`config.mk`:
```
export PLATFORM = sky130hd
export DESIGN_NAME = music_box_sequencer
export DESIGN_NICKNAME = d
export VERILOG_FILES = /design/src/rtl/music_box_sequencer.sv
export SDC_FILE = /design/constraint.sdc
export NUM_CORES = 1
export LEC_CHECK = 0
export ABC_AREA = 1
export CAP_MARGIN = 10
export CORE_ASPECT_RATIO = 0.8
export CORE_MARGIN = 2
export CORE_UTILIZATION = 40
export CTS_CLUSTER_DIAMETER = 150
export DETAILED_ROUTE_END_ITERATION = 8
export PLACE_DENSITY_LB_ADDON = 0.12
export SETUP_SLACK_MARGIN = 0.3
export SYNTH_ARGS = -nofsm -noshare
export SYNTH_HDL_FRONTEND = slang
export SYNTH_SLANG_ARGS = --single-unit
```
`constraint.sdc`:
```
create_clock -name clock -period 2.92 [get_ports clock]
set_input_delay 0.438 -clock clock [delete_from_list [all_inputs] [get_ports clock]]
set_output_delay 0.438 -clock clock [all_outputs]
set_load 0.05 [all_outputs]
```
`src/rtl/music_box_sequencer.sv`:
```
// Song sequencer: walks a {note, dur} ROM on 1/32 s ticks, gates the note
// during rests and articulation gaps, and handles start/stop/loop/end-of-song.
module music_box_sequencer #(
  parameter int unsigned ADDR_W    = 7,
  parameter int unsigned SONG_LEN  = 128,
  parameter int unsigned NOTE_W    = 5,
  parameter int unsigned DUR_W     = 6,
  parameter int unsigned GAP_TICKS = 1,
  parameter int unsigned LOOP      = 0
) (
  input  logic                     clock,
  input  logic                     reset,
  input  logic                     start,
  input  logic                     stop,
  input  logic                     tick,
  output logic [ADDR_W-1:0]        rom_addr,
  input  logic [NOTE_W+DUR_W-1:0]  rom_data,
  output logic [NOTE_W-1:0]        note,
  output logic                     note_valid,
  output logic                     tick_enable,
  output logic                     busy,
  output logic                     done
);

  localparam int unsigned       GAP_W     = (GAP_TICKS > 1) ? $clog2(GAP_TICKS + 1) : 1;
  localparam logic [ADDR_W-1:0] LAST_ADDR = ADDR_W'(SONG_LEN - 1);

  typedef enum logic [2:0] {
    S_IDLE,
    S_FETCH,
    S_LOAD,
    S_PLAY,
    S_GAP,
    S_DONE
  } state_t;

  state_t            state, state_next;
  logic [DUR_W-1:0]  remaining;
  logic [GAP_W-1:0]  gap_cnt;
  logic [NOTE_W-1:0] rom_note;
  logic [DUR_W-1:0]  rom_dur;
  logic              aborting;
  logic              note_end;
  logic              advance;
  logic              at_last;

  assign rom_note = rom_data[NOTE_W+DUR_W-1:DUR_W];
  assign rom_dur  = rom_data[DUR_W-1:0];

  // advance = end of a note (legato) or end of its gap; both step the address
  always_comb begin
    aborting = stop && (state != S_IDLE);
    note_end = (state == S_PLAY) && tick && (remaining == DUR_W'(1));
    advance  = (note_end && (GAP_TICKS == 0)) ||
               ((state == S_GAP) && tick && (gap_cnt == GAP_W'(1)));
    at_last  = (rom_addr == LAST_ADDR);
  end

  always_ff @(posedge clock) begin
    if (reset) state <= S_IDLE;
    else       state <= state_next;
  end

  always_comb begin
    state_next = state;
    case (state)
      S_IDLE:  if (start) state_next = S_FETCH;
      S_FETCH: state_next = S_LOAD;
      S_LOAD:  state_next = (rom_dur == '0) ? S_DONE : S_PLAY;
      S_PLAY:  if (note_end && (GAP_TICKS != 0)) state_next = S_GAP;
      S_GAP:   state_next = S_GAP;
      S_DONE:  state_next = S_IDLE;
      default: state_next = S_IDLE;
    endcase
    if (advance) state_next = (at_last && (LOOP == 0)) ? S_DONE : S_FETCH;
    if (aborting) state_next = S_IDLE;
  end

  // Datapath registers; a stop freezes them so rom_addr and note are held
  always_ff @(posedge clock) begin
    if (reset) begin
      rom_addr  <= '0;
      note      <= '0;
      remaining <= '0;
      gap_cnt   <= '0;
    end else if (!aborting) begin
      case (state)
        S_IDLE: if (start) rom_addr <= '0;
        S_LOAD: if (rom_dur != '0) begin
          note      <= rom_note;
          remaining <= rom_dur;
        end
        S_PLAY: if (tick) begin
          if (remaining > DUR_W'(1))  remaining <= remaining - 1'b1;
          else if (GAP_TICKS != 0)    gap_cnt   <= GAP_W'(GAP_TICKS);
        end
        S_GAP:  if (tick) gap_cnt <= gap_cnt - 1'b1;
        default: ;
      endcase
      if (advance) begin
        if (!at_last)       rom_addr <= rom_addr + 1'b1;
        else if (LOOP != 0) rom_addr <= '0;
      end
    end
  end

  // note_valid is derived from state: only PLAY with a non-rest note sounds
  always_comb begin
    note_valid  = (state == S_PLAY) && (note != '0);
    busy        = (state != S_IDLE) && (state != S_DONE);
    tick_enable = busy;
    done        = (state == S_DONE);
  end

endmodule

```
==> metrics.cfg <==
[status]
status=finished clean

[drt]
drc=0
via_per_inst=4.75
ant_nets=0
drtIter0Drc=56
wire_per_inst_um=10.6
wirelength_um=3050
vias=1364
drt-pass1-iter-count=4

[clock_network]
numCtsBuffers=3
hold_buffers=0
ctsResizeCount=0
htree_levels=1
clock_latency_ns=0.27
clkTransAtPathRegs_ns=0.09
cts_tree=done
cts_num_sinks=22
cts_setup_buffers=0
cts_buffer_depth=2
root_buffer=clkbuf_8

[floorplanning]
pin_count=32
die_h_um=56.6
die_w_um=69.8
core_um2=3380
start_util_pct=41.0
die-area_um2=3950
num_rows=19

[placed_design]
gp_congestion=0.889
pre_cts_ws_ns=0.723
post-dp-hpwl_um=2360
placed_area_um2=1730
placement.io_buffers=31

[synth]
ys_seq_area_share_pct=31.8
synth_fa_ha_area_share_pct=2.71
yosys_warnings=0
synth_top_area_cell=dfxtp_1
synth_cells=213
netlist_top_cells_area=dfxtp_1, nand2_1, inv_1
synth-xor-area-share_pct=1.26
synthMuxAreaShare_pct=0
syn_nets=232
syn_area_um2=1390
synth-compound-area-share_pct=16.9
syn_area_per_cell_um2=6.50
ys_seq_elements=22
synth_top_family_by_area=simple AND/OR/NAND/NOR gates
yosysTopAreaCellShare_pct=31.8
synth-simple-area-share_pct=37.3
synth_cell_type_count=28

[sta]
layout_min_cycle_time_ns=2.45
fin_setup_tns_ns=0
holdWs_ns=0.456
final-hold-violation-count=0
fmax_mhz=409
fin_crit_sh_pct=83.7
rsz0062_at_grt=no
tightest_slew_ns=0.509
setup_viol=0
clock_skew_ns=0.00462
slew_viol_final=0
slew_headroom_pct=66.0
worst_slack_ns=0.475

[worst_setup_path]
worst_setup_path_end_kind=primary output
cp.required_ns=2.48
reg2reg_to=remaining[4]
r2r_cells=9
path_class=reg -> out
crit_path_end=note_valid
critPathSlowestCell=clkdlybuf4s50_1
reg2reg_slack_ns=1.15
cp.arrival_ns=2.01
crit_chain=nand2_2 -> nor2_4 -> o21ai_0 -> inv_1 -> clkdlybuf4s50_1
timing.rr.start=remaining[0]
cp_max_fo=10
crit_start=state[0]
worst_setup_path_start_kind=flop
slowest_delay_ns=0.79

[power]
leakage_nw=0.795
ir_drop_v=0.000404
power_density_nw_per_um2=646

[final_layout]
drive_gt1_share_pct=8.16
multi_input_area_um2=806
seq_area_um2=440
fillers=338
nets=265
design_area_um2=1800
area_growth_pct=30.1
diodes=0

[grt]
grt_pass1_wl_um=5510
grt_start_max_net_pins=15
antenna_found_initial=0
grt_use_total_pct=17.1
grt_pass1_vias=1213
grt_overflow_total=0

[run]
maxCapViolCount=0

[worst_hold_path]
min_path_type=reg -> reg

state kept, by name (all words and copies together) (netlist names):
signal     flops
state          3
note           5
remaining      6
gap_cnt        1
rom_addr       7
cell type report:
cell class / count / area share (%)
clock buffer: 3 / 2.29
tap: 42 / 2.92
inverter: 31 / 6.46
multi-input combinational: 157 / 44.7
sequential: 22 / 24.4
timing repair buffer: 31 / 17.5
clock inverter: 1 / 1.67
synth_stat cells:
cell type  count
a21boi_0       4
a21oi_1       14
a22oi_1        1
buf_4          1
buf_6          1
clkbuf_1       1
dfxtp_1       22
ha_1           3
inv_1         30
inv_2          1
nand2_1       48
nand2_2        3
nand2_4        2
nand3_1       15
nand3b_1       1
nand4_1        3
nand4_2        2
nor2_1        28
nor2_2         2
nor2_4         3
nor3_1         1
o21ai_0       17
o21ai_1        2
o21bai_1       1
o21bai_2       1
o22ai_1        2
or2_2          2
xor2_1         2
worst max-delay path: cells and delay by family (launching register included):
| kind | cells | cell delay (ns) |
|---|---|---|
| and+or+nand+nor | 2 | 0.31 |
| buffers and inverters | 2 | 0.85 |
| DFF | 1 | 0.46 |
| AOI/OAI and AO/OA | 1 | 0.12 |
worst min path at each step:
stage | start | to | slack [ns] | depth (start not counted)
2_1_floorplan | remaining[5] | remaining[5] | 0.45 | 2
3_3_place_gp | note[4] | note[4] | 0.45 | 2
3_5_place_dp | note[4] | note[4] | 0.45 | 2
4_1_cts | note[4] | note[4] | 0.46 | 2
5_1_grt | note[1] | note[1] | 0.51 | 2
6_report | note[4] | note[4] | 0.46 | 2
where the power goes:
group / total, mW / switching, mW / internal [mW]
registers: 0.380 / 0.0401 / 0.340
clock network: 0.289 / 0.106 / 0.183
logic: 0.495 / 0.315 / 0.180
total: 1.16 / 0.461 / 0.703
kinds of logic (layout without fill, tap and decap cells):
kind of cell | count (synthesis) | after routing
xor gates and xnor gates | 2 | 2
AOI/OAI and AO/OA | 42 | 42
and+or+nand+nor | 110 | 110
adders and majority gates | 3 | 3
DFF | 22 | 22
buffers and inverters | 34 | 66
stage by stage:
step	utilization [%]	total power, mW	cells
global placement	51.1	0.889	283
floorplan	-	0.759	213
global route	53.4	1.25	287
detailed placement	51.1	0.883	283
finish	53.4	1.16	287
CTS	53.2	1.18	287
layout by cell type (no fill, tap or decap):
| master | synthesis | routed |
|---|---|---|
| nand4_2 | 2 | 2 |
| clkdlybuf4s50_1 | 0 | 29 |
| xor2_1 | 2 | 2 |
| bufinv_16 | 0 | 1 |
| nand3_1 | 15 | 15 |
| a21boi_0 | 4 | 4 |
| nand2_4 | 2 | 2 |
| nor2_4 | 3 | 3 |
| o21ai_1 | 2 | 2 |
| nand3b_1 | 1 | 1 |
| o21bai_2 | 1 | 1 |
| o21bai_1 | 1 | 1 |
| nor3_1 | 1 | 1 |
| ha_1 | 3 | 3 |
| a22oi_1 | 1 | 1 |
| nor2_1 | 28 | 28 |
| a21oi_1 | 14 | 14 |
| nor2_2 | 2 | 2 |
| o22ai_1 | 2 | 2 |
| nand4_1 | 3 | 3 |
| clkbuf_8 | 0 | 3 |
| inv_2 | 1 | 1 |
| o21ai_0 | 17 | 17 |
| inv_1 | 30 | 30 |
| dfxtp_1 | 22 | 22 |
| nand2_1 | 48 | 48 |
| nand2_2 | 3 | 3 |
| or2_2 | 2 | 2 |
| dlymetal6s2s_1 | 0 | 2 |
per-layer routing:
layer  part of all wire [%]  GRT usage, %  vias up
met5                      0             0        -
met4                    1.2          5.77        0
met3                    4.2          2.33        5
met2                     40          24.6       26
met1                     54          26.2      584
li1                       -             -      749
Power figures use the tool's default switching activity.
